### config.mk
export PLATFORM = sky130hd
export DESIGN_NAME = cpu_sequencer
export DESIGN_NICKNAME = d
export VERILOG_FILES = /design/src/rtl/cpu_sequencer.sv
export SDC_FILE = /design/constraint.sdc
export NUM_CORES = 1
export LEC_CHECK = 0
export CAP_MARGIN = 25
export CORE_MARGIN = 1.5
export CORE_UTILIZATION = 40
export DETAILED_ROUTE_END_ITERATION = 10
export PLACE_DENSITY = 0.76
export SETUP_SLACK_MARGIN = 0.3
export SLEW_MARGIN = 5
export SYNTH_ARGS = -nofsm -noshare
export SYNTH_HDL_FRONTEND = slang
export SYNTH_SLANG_ARGS = --single-unit
### constraint.sdc
create_clock -name clk -period 4.8 [get_ports clk]
set_input_delay 0.96 -clock clk [delete_from_list [all_inputs] [get_ports clk]]
set_output_delay 0.96 -clock clk [all_outputs]
set_load 0.02 [all_outputs]
### src/rtl/cpu_sequencer.sv
// Multi-cycle fetch/decode/execute/writeback sequencer for the 16-bit CPU.
// Owns PC and IR, reads instructions over a req/ready port and pulses ALU/RF enables.
module cpu_sequencer #(
    parameter int              PC_W        = 8,
    parameter int              INSTR_W     = 16,
    parameter logic [PC_W-1:0] RESET_PC    = '0,
    parameter logic [3:0]      HALT_OPCODE = 4'hF,
    parameter int              MEM_TIMEOUT = 16
) (
    input  logic               clk,
    input  logic               rst_n,
    input  logic               start,
    output logic               mem_req,
    output logic [PC_W-1:0]    mem_addr,
    input  logic               mem_ready,
    input  logic [INSTR_W-1:0] mem_rdata,
    output logic [INSTR_W-1:0] instr,
    input  logic [3:0]         dec_alu_code,
    input  logic               dec_ram_read,
    input  logic               dec_reg_read,
    input  logic               dec_reg_write,
    input  logic               dec_pc_jump,
    input  logic [7:0]         dec_ram_adr,
    output logic               rf_re,
    output logic               alu_en,
    output logic [3:0]         alu_op,
    output logic               rf_we,
    output logic               wb_sel,
    output logic [INSTR_W-1:0] mem_data,
    output logic [PC_W-1:0]    pc,
    output logic               busy,
    output logic               halted,
    output logic               fault,
    output logic [2:0]         state
);

    localparam logic [2:0] S_IDLE   = 3'd0;
    localparam logic [2:0] S_FETCH  = 3'd1;
    localparam logic [2:0] S_DECODE = 3'd2;
    localparam logic [2:0] S_EXEC   = 3'd3;
    localparam logic [2:0] S_MEM    = 3'd4;
    localparam logic [2:0] S_WB     = 3'd5;
    localparam logic [2:0] S_HALT   = 3'd6;
    localparam logic [2:0] S_FAULT  = 3'd7;

    localparam int              CNT_W    = $clog2(MEM_TIMEOUT + 1);
    localparam logic [CNT_W-1:0] CNT_LAST = CNT_W'(MEM_TIMEOUT - 1);

    logic [2:0]         state_reg, state_next;
    logic [PC_W-1:0]    pc_reg, pc_next;
    logic [INSTR_W-1:0] ir_reg, ir_next;
    logic [INSTR_W-1:0] mem_data_reg, mem_data_next;
    logic [3:0]         alu_op_reg, alu_op_next;
    logic               wb_sel_reg, wb_sel_next;
    logic [CNT_W-1:0]   cnt_reg, cnt_next;
    logic [PC_W-1:0]    ram_adr_reg, ram_adr_next;
    logic               wr_pend_reg, wr_pend_next;

    logic is_halt_op;
    assign is_halt_op = (ir_reg[INSTR_W-1 -: 4] == HALT_OPCODE);

    always_comb begin
        state_next    = state_reg;
        pc_next       = pc_reg;
        ir_next       = ir_reg;
        mem_data_next = mem_data_reg;
        alu_op_next   = alu_op_reg;
        wb_sel_next   = wb_sel_reg;
        cnt_next      = cnt_reg;
        ram_adr_next  = ram_adr_reg;
        wr_pend_next  = wr_pend_reg;
        case (state_reg)
            S_IDLE: begin
                if (start) begin
                    state_next = S_FETCH;
                    cnt_next   = '0;
                end
            end
            S_FETCH: begin
                // Ready on the final wait cycle still completes the fetch.
                if (mem_ready) begin
                    ir_next    = mem_rdata;
                    pc_next    = pc_reg + PC_W'(1);
                    state_next = S_DECODE;
                end else if (cnt_reg == CNT_LAST) begin
                    state_next = S_FAULT;
                end else begin
                    cnt_next = cnt_reg + CNT_W'(1);
                end
            end
            S_DECODE: begin
                if (is_halt_op) begin
                    state_next = S_HALT;
                end else if (dec_pc_jump) begin
                    pc_next    = PC_W'(dec_ram_adr);
                    state_next = S_FETCH;
                    cnt_next   = '0;
                end else begin
                    // Latch what later stages need so they do not depend on decode timing.
                    ram_adr_next = PC_W'(dec_ram_adr);
                    wr_pend_next = dec_reg_write;
                    if (dec_ram_read) begin
                        state_next = S_MEM;
                        cnt_next   = '0;
                    end else begin
                        state_next  = S_EXEC;
                        alu_op_next = dec_alu_code;
                        wb_sel_next = 1'b0;
                    end
                end
            end
            S_EXEC: begin
                state_next = wr_pend_reg ? S_WB : S_FETCH;
                cnt_next   = '0;
            end
            S_MEM: begin
                if (mem_ready) begin
                    mem_data_next = mem_rdata;
                    wb_sel_next   = 1'b1;
                    state_next    = wr_pend_reg ? S_WB : S_FETCH;
                    cnt_next      = '0;
                end else if (cnt_reg == CNT_LAST) begin
                    state_next = S_FAULT;
                end else begin
                    cnt_next = cnt_reg + CNT_W'(1);
                end
            end
            S_WB: begin
                state_next = S_FETCH;
                cnt_next   = '0;
            end
            S_HALT:  state_next = S_HALT;
            default: state_next = S_FAULT;
        endcase
    end

    always_ff @(posedge clk or negedge rst_n) begin
        if (!rst_n) begin
            state_reg    <= S_IDLE;
            pc_reg       <= RESET_PC;
            ir_reg       <= '0;
            mem_data_reg <= '0;
            alu_op_reg   <= '0;
            wb_sel_reg   <= 1'b0;
            cnt_reg      <= '0;
            ram_adr_reg  <= '0;
            wr_pend_reg  <= 1'b0;
        end else begin
            state_reg    <= state_next;
            pc_reg       <= pc_next;
            ir_reg       <= ir_next;
            mem_data_reg <= mem_data_next;
            alu_op_reg   <= alu_op_next;
            wb_sel_reg   <= wb_sel_next;
            cnt_reg      <= cnt_next;
            ram_adr_reg  <= ram_adr_next;
            wr_pend_reg  <= wr_pend_next;
        end
    end

    assign mem_req  = (state_reg == S_FETCH) || (state_reg == S_MEM);
    assign mem_addr = (state_reg == S_MEM) ? ram_adr_reg : pc_reg;
    assign instr    = ir_reg;
    assign rf_re    = (state_reg == S_DECODE) && !is_halt_op && !dec_pc_jump && dec_reg_read;
    assign alu_en   = (state_reg == S_EXEC);
    assign alu_op   = alu_op_reg;
    assign rf_we    = (state_reg == S_WB);
    assign wb_sel   = wb_sel_reg;
    assign mem_data = mem_data_reg;
    assign pc       = pc_reg;
    assign busy     = (state_reg != S_IDLE) && (state_reg != S_HALT) && (state_reg != S_FAULT);
    assign halted   = (state_reg == S_HALT);
    assign fault    = (state_reg == S_FAULT);
    assign state    = state_reg;

endmodule

==> results of run 1 <==
-- worst paths after layout --
kind / slack [ps] / start / end / cells after the start
worst max register to register: 2240 / state[1] / pc[5] / 4
worst min register to register: 480 / ram_adr_reg[6] / ram_adr_reg[6] / 1
min in group asynchronous: 780 / rst_n / ram_adr_reg[6] / 2
worst max-delay path: 1090 / state[1] / rf_re / 5
max in group asynchronous: 3500 / rst_n / instr[14] / 2
worst min-delay path: 480 / ram_adr_reg[6] / ram_adr_reg[6] / 1
-- power by group through the flow --
stage | Clock, mW | Combinational, mW | Sequential [mW]
after floorplan | 0 | 0.574 | 1.15
after global placement | 0 | 1.38 | 0.960
after global routing | 0.395 | 1.48 | 1.01
final | 0.358 | 1.39 | 0.969
after detailed placement | 0 | 1.39 | 0.977
after CTS | 0.373 | 1.40 | 0.969
-- critical path, stage by stage (launching register included) --
cell and delay [ps]:
dfrtp_1 710, or3b_1 560, nor3_2 190, buf_4 210
and2_1 140, clkdlybuf4s50_1 590
-- cell type report --
| class | instances | area [um2] |
|---|---|---|
| fill | 588 | 2800 |
| sequential | 62 | 1550 |
| multi-input combinational | 164 | 1280 |
| timing repair buffer | 101 | 998 |
| clock buffer | 10 | 128 |
| tap | 96 | 120 |
| clock inverter | 3 | 15.0 |
| inverter | 2 | 7.51 |
-- kinds of logic (layout without fill, tap and decap cells) --
kind of cell | Yosys count | count (layout) | share of synthesized area (%)
AOI/OAI and AO/OA | 48 | 48 | 10.2
DFF | 62 | 62 | 53.4
buffers and inverters | 15 | 116 | 2.41
muxes | 54 | 54 | 20.9
and+or+nand+nor | 60 | 60 | 12.2
adders and majority gates | 2 | 2 | 0.861
-- placed cells by master (no fill, tap or decap), drive strengths merged, types with 3 or more instances in the layout --
cell type / count
clkbuf: 10
mux2: 54
clkdlybuf4s50: 97
nor2: 11
nand4: 3
nor3: 4
a21oi: 15
dfrtp: 62
o21ai: 14
clkinv: 3
and2: 3
a31oi: 5
buf: 4
nand2b: 3
and3: 4
nand2: 11
nand3: 6
-- layer usage --
| metal | up-vias | share of wire (%) | GRT usage, % |
|---|---|---|---|
| li1 | 1092 | - | - |
| met1 | 1141 | 42 | 22.0 |
| met2 | 86 | 48 | 29.7 |
| met3 | 4 | 8.5 | 8.30 |
| met4 | 0 | 0.67 | 5.97 |
| met5 | - | 0 | 0 |
==> impl_metrics.py, run 1 <==
metrics = {
    "run_status": {
        "outcome": "complete, no violations",
    },
    "sta": {
        "fin_skew_ps": 4.74,
        "period_needed_ps": 3710,
        "tightest_slew_ps": 879,
        "hold_slack_ps": 480,
        "maxSlewViolCount": 0,
        "setup_tns_ps": 0,
        "finalCritPeriodShare_pct": 77.2,
        "clock.fmax_mhz": 270,
        "max_slew_margin_pct": 41.1,
        "worst_slack_ps": 1090,
        "rsz0062_at_grt": "no",
        "hold_violations": 0,
        "finalSetupViolations": 0,
    },
    "placed_design": {
        "post_dp_cell_area_um2": 3960,
        "place_congestion": 0.742,
        "hpwlAfterDp_um": 4770,
        "port_buffers": 98,
        "place_inst": 425,
        "dp_worst_setup_slack_ps": 1240,
    },
    "worst_hold_path": {
        "worstHoldPathType": "reg -> reg",
    },
    "clock_tree": {
        "clock_sinks": 62,
        "clkLatencyLatePin_ps": 330,
        "clk_pin_slew_ps": 60,
        "cts_setup_buffers": 0,
        "cts_tree": "built",
        "cts_buffers": 9,
        "cts_max_level": 3,
        "cts_resized": 0,
        "root_buffer": "clkbuf_8",
        "clockBufferDepth": 2,
        "holdBufCountCts": 0,
    },
    "global_routing": {
        "overflow": 0,
        "antenna_found_initial": 0,
        "grt_start_max_net_pins": 63,
        "track_usage_pct": 18.4,
        "grt_first_pass_wirelength_um": 10600,
        "grt_pass1_vias": 2216,
    },
    "run": {
        "drv_cap": 0,
    },
    "setup_path": {
        "crit_required_ps": 3840,
        "cp_max_fo": 21,
        "setup.worst_path.start_class": "flop",
        "cp-end-kind": "output port",
        "critical_path_class": "reg -> out",
        "arrival_ps": 2750,
    },
    "pwr": {
        "switching_power_mw": 1.05,
        "ir_drop_mv": 0.367,
        "combPwrFrac_pct": 51.1,
        "seqPwrFrac_pct": 35.7,
        "total_power_mw": 2.71,
        "p_leak_nw": 1.69,
        "sw_frac_of_total_pct": 38.8,
        "p_int_mw": 1.66,
        "p_per_area_nw_per_um2": 661,
        "clkPwrFrac_pct": 13.2,
    },
    "drt": {
        "ant_nets": 0,
        "postRouteWirelength_um": 6740,
        "num_vias": 2323,
        "via_per_inst": 5.30,
        "drt-initial-drc-count": 86,
        "wire_per_inst_um": 15.4,
        "post-route-drc-count": 0,
        "firstDrtPassIters": 4,
    },
    "floorplan": {
        "io_pins": 99,
        "dieArea_um2": 7780,
        "num_rows": 30,
        "start_util_pct": 42.1,
        "coreArea_um2": 6910,
        "dieWidth_um": 88.2,
        "die_h_um": 88.2,
    },
    "finish": {
        "diodes": 0,
        "final_nets": 378,
        "fin_area_um2": 4100,
        "final_core_util_pct": 59.4,
        "drive_gt1_share_pct": 15.5,
        "finalNonFillerCells": 438,
        "areaGrowthSynthToFinish_pct": 41.3,
    },
    "logic_synthesis": {
        "yosysMostFrequentCell": "dfrtp_1",
        "synth_top_cells_by_count": "dfrtp_1, mux2_2, mux2_1",
        "synth_area_leaders": "dfrtp_1, mux2_2, mux2_1",
        "synth-seq-cells": 62,
        "syn_area_um2": 2910,
        "synth-edff-count": 0,
        "async_flop_share_pct": 100,
        "synth_top_area_cell": "dfrtp_1",
        "ys_seq_area_share_pct": 53.4,
        "netlist_instances": 241,
        "yosysWarnings": 0,
        "yosys.cell_types.count": 50,
        "ys.flop_type": "dfrtp_1",
        "syn_nets": 279,
        "synth_top_area_share_pct": 53.4,
        "avgSynthCellArea_um2": 12.1,
    },
}
Note: power is estimated with default switching activity, not from simulation.
==> run 2: changes to the inputs <==
Settings changed: PLACE_DENSITY 0.76 to 0.79.
Clock period 4.8 ns to 3.4 ns, I/O delays scaled along.
==> impl_metrics.py, run 2 (synthesis results as in run 1) <==
metrics = {
    "placed_design": {
        "port_buffers": 98,
        "post_dp_cell_area_um2": 4010,
        "place_congestion": 0.792,
        "place_inst": 432,
        "hpwlAfterDp_um": 5060,
        "dp_worst_setup_slack_ps": 547,
    },
    "drt": {
        "postRouteWirelength_um": 7020,
        "num_vias": 2343,
        "ant_nets": 0,
        "wire_per_inst_um": 15.6,
        "wl_met2_um": 3430,
        "drt-initial-drc-count": 90,
        "via_per_inst": 5.21,
        "post-route-drc-count": 0,
        "wl_met3_um": 542,
        "met1_length_um": 2940,
        "firstDrtPassIters": 4,
        "highest_layer": "met4",
    },
    "setup_path": {
        "critical_path_class": "reg -> out",
        "max_stage_delay_ps": 540,
        "cp-end-kind": "output port",
        "cpLargestDelayFamily": "buffers and inverters",
        "arrival_ps": 2290,
        "cp_max_fo": 18,
        "r2r_slack_ps": 1290,
        "crit_slowest_cell": "clkdlybuf4s50_1",
        "path_cells": "buf_4 -> nand2b_1 -> nor2_4 -> mux2_2 -> clkdlybuf4s50_1",
        "crit_required_ps": 2720,
        "crit_buf_inv": 2,
        "setup.worst_path.start_class": "flop",
    },
    "sta": {
        "worst_slack_ps": 428,
        "hold_violations": 0,
        "max_slew_margin_pct": 76.5,
        "tightest_slew_ps": 350,
        "hold_slack_ps": 189,
        "maxSlewViolCount": 0,
        "rsz0062_at_grt": "yes",
        "finalSetupViolations": 0,
        "clock.fmax_mhz": 337,
        "setup_tns_ps": 0,
        "period_needed_ps": 2970,
        "finalCritPeriodShare_pct": 87.4,
        "fin_skew_ps": 8.25,
    },
    "global_routing": {
        "overflow": 0,
        "track_usage_pct": 19.1,
        "grt_pass1_vias": 2330,
        "grt_first_pass_wirelength_um": 11300,
        "antenna_found_initial": 0,
        "grt_start_max_net_pins": 46,
    },
    "finish": {
        "final_nets": 387,
        "final_cell_mix": "clkdlybuf4s50_1, dfrtp_1, mux2_2",
        "areaGrowthSynthToFinish_pct": 46.0,
        "final_common_cell": "clkdlybuf4s50_1",
        "fin_area_um2": 4240,
        "finalNonFillerCells": 450,
        "drive_gt1_share_pct": 18.4,
        "n_fill_cell": 572,
        "diodes": 0,
        "final_core_util_pct": 61.4,
    },
    "floorplan": {
        "num_rows": 30,
        "dieWidth_um": 88.2,
        "io_pins": 99,
        "dieArea_um2": 7780,
        "coreArea_um2": 6910,
        "die_h_um": 88.2,
        "start_util_pct": 42.1,
    },
    "clock_tree": {
        "clkLatencyLatePin_ps": 320,
        "holdBufCountCts": 0,
        "clockBufferDepth": 2,
        "cts_setup_buffers": 0,
        "cts_tree": "built",
        "root_buffer": "clkbuf_8",
        "clock_sinks": 62,
        "cts_resized": 0,
        "cts_buffers": 9,
        "cts_max_level": 3,
        "clk_pin_slew_ps": 70,
    },
    "pwr": {
        "total_power_mw": 4.03,
        "ir_drop_mv": 0.489,
        "p_per_area_nw_per_um2": 949,
        "p_leak_nw": 1.76,
    },
    "run_status": {
        "outcome": "complete, no violations",
    },
    "run": {
        "drv_cap": 0,
    },
    "worst_hold_path": {
        "worstHoldPathType": "in -> async",
    },
}
## run 2: changes by cell type in the layout (fill, tap and decap cells not counted), sizes merged
cell and delta:
bufinv +1, clkbuf +2, buf +9
## run 2: final timing paths
| path | start | end | depth (start not counted) |
|---|---|---|---|
| setup / recovery | state[0] | mem_addr[1] | 5 |
| hold / removal | rst_n | ram_adr_reg[3] | 1 |
| setup reg to reg | state[0] | mem_data[6] | 7 |
| hold reg to reg | ram_adr_reg[7] | ram_adr_reg[7] | 1 |
| max in group asynchronous | rst_n | mem_data[7] | 3 |
| min in group clk | ram_adr_reg[7] | ram_adr_reg[7] | 1 |
## run 2: routing by layer
layer / global-route usage, % / vias up
li1: - / 1114
met1: 23.8 / 1147
met2: 30.6 / 74
met3: 6.16 / 8
met4: 7.95 / 0
met5: 0 / -
## run 2: where the power goes
part	internal [mW]	total (mW)	switching [mW]
Sequential	1.08	1.31	0.236
Clock	0.375	0.644	0.269
Combinational	1.05	2.07	1.02
## run 2: area by class of cell
type                            instances  area, um2  share of cell area [%]
Inverter                                2       7.51                   0.177
Tap cell                               96        120                    2.83
Multi-Input combinational cell        164       1280                    30.3
Timing Repair Buffer                  110       1080                    25.4
Clock inverter                          4       45.0                    1.06
Clock buffer                           12        155                    3.66
Sequential cell                        62       1550                    36.6
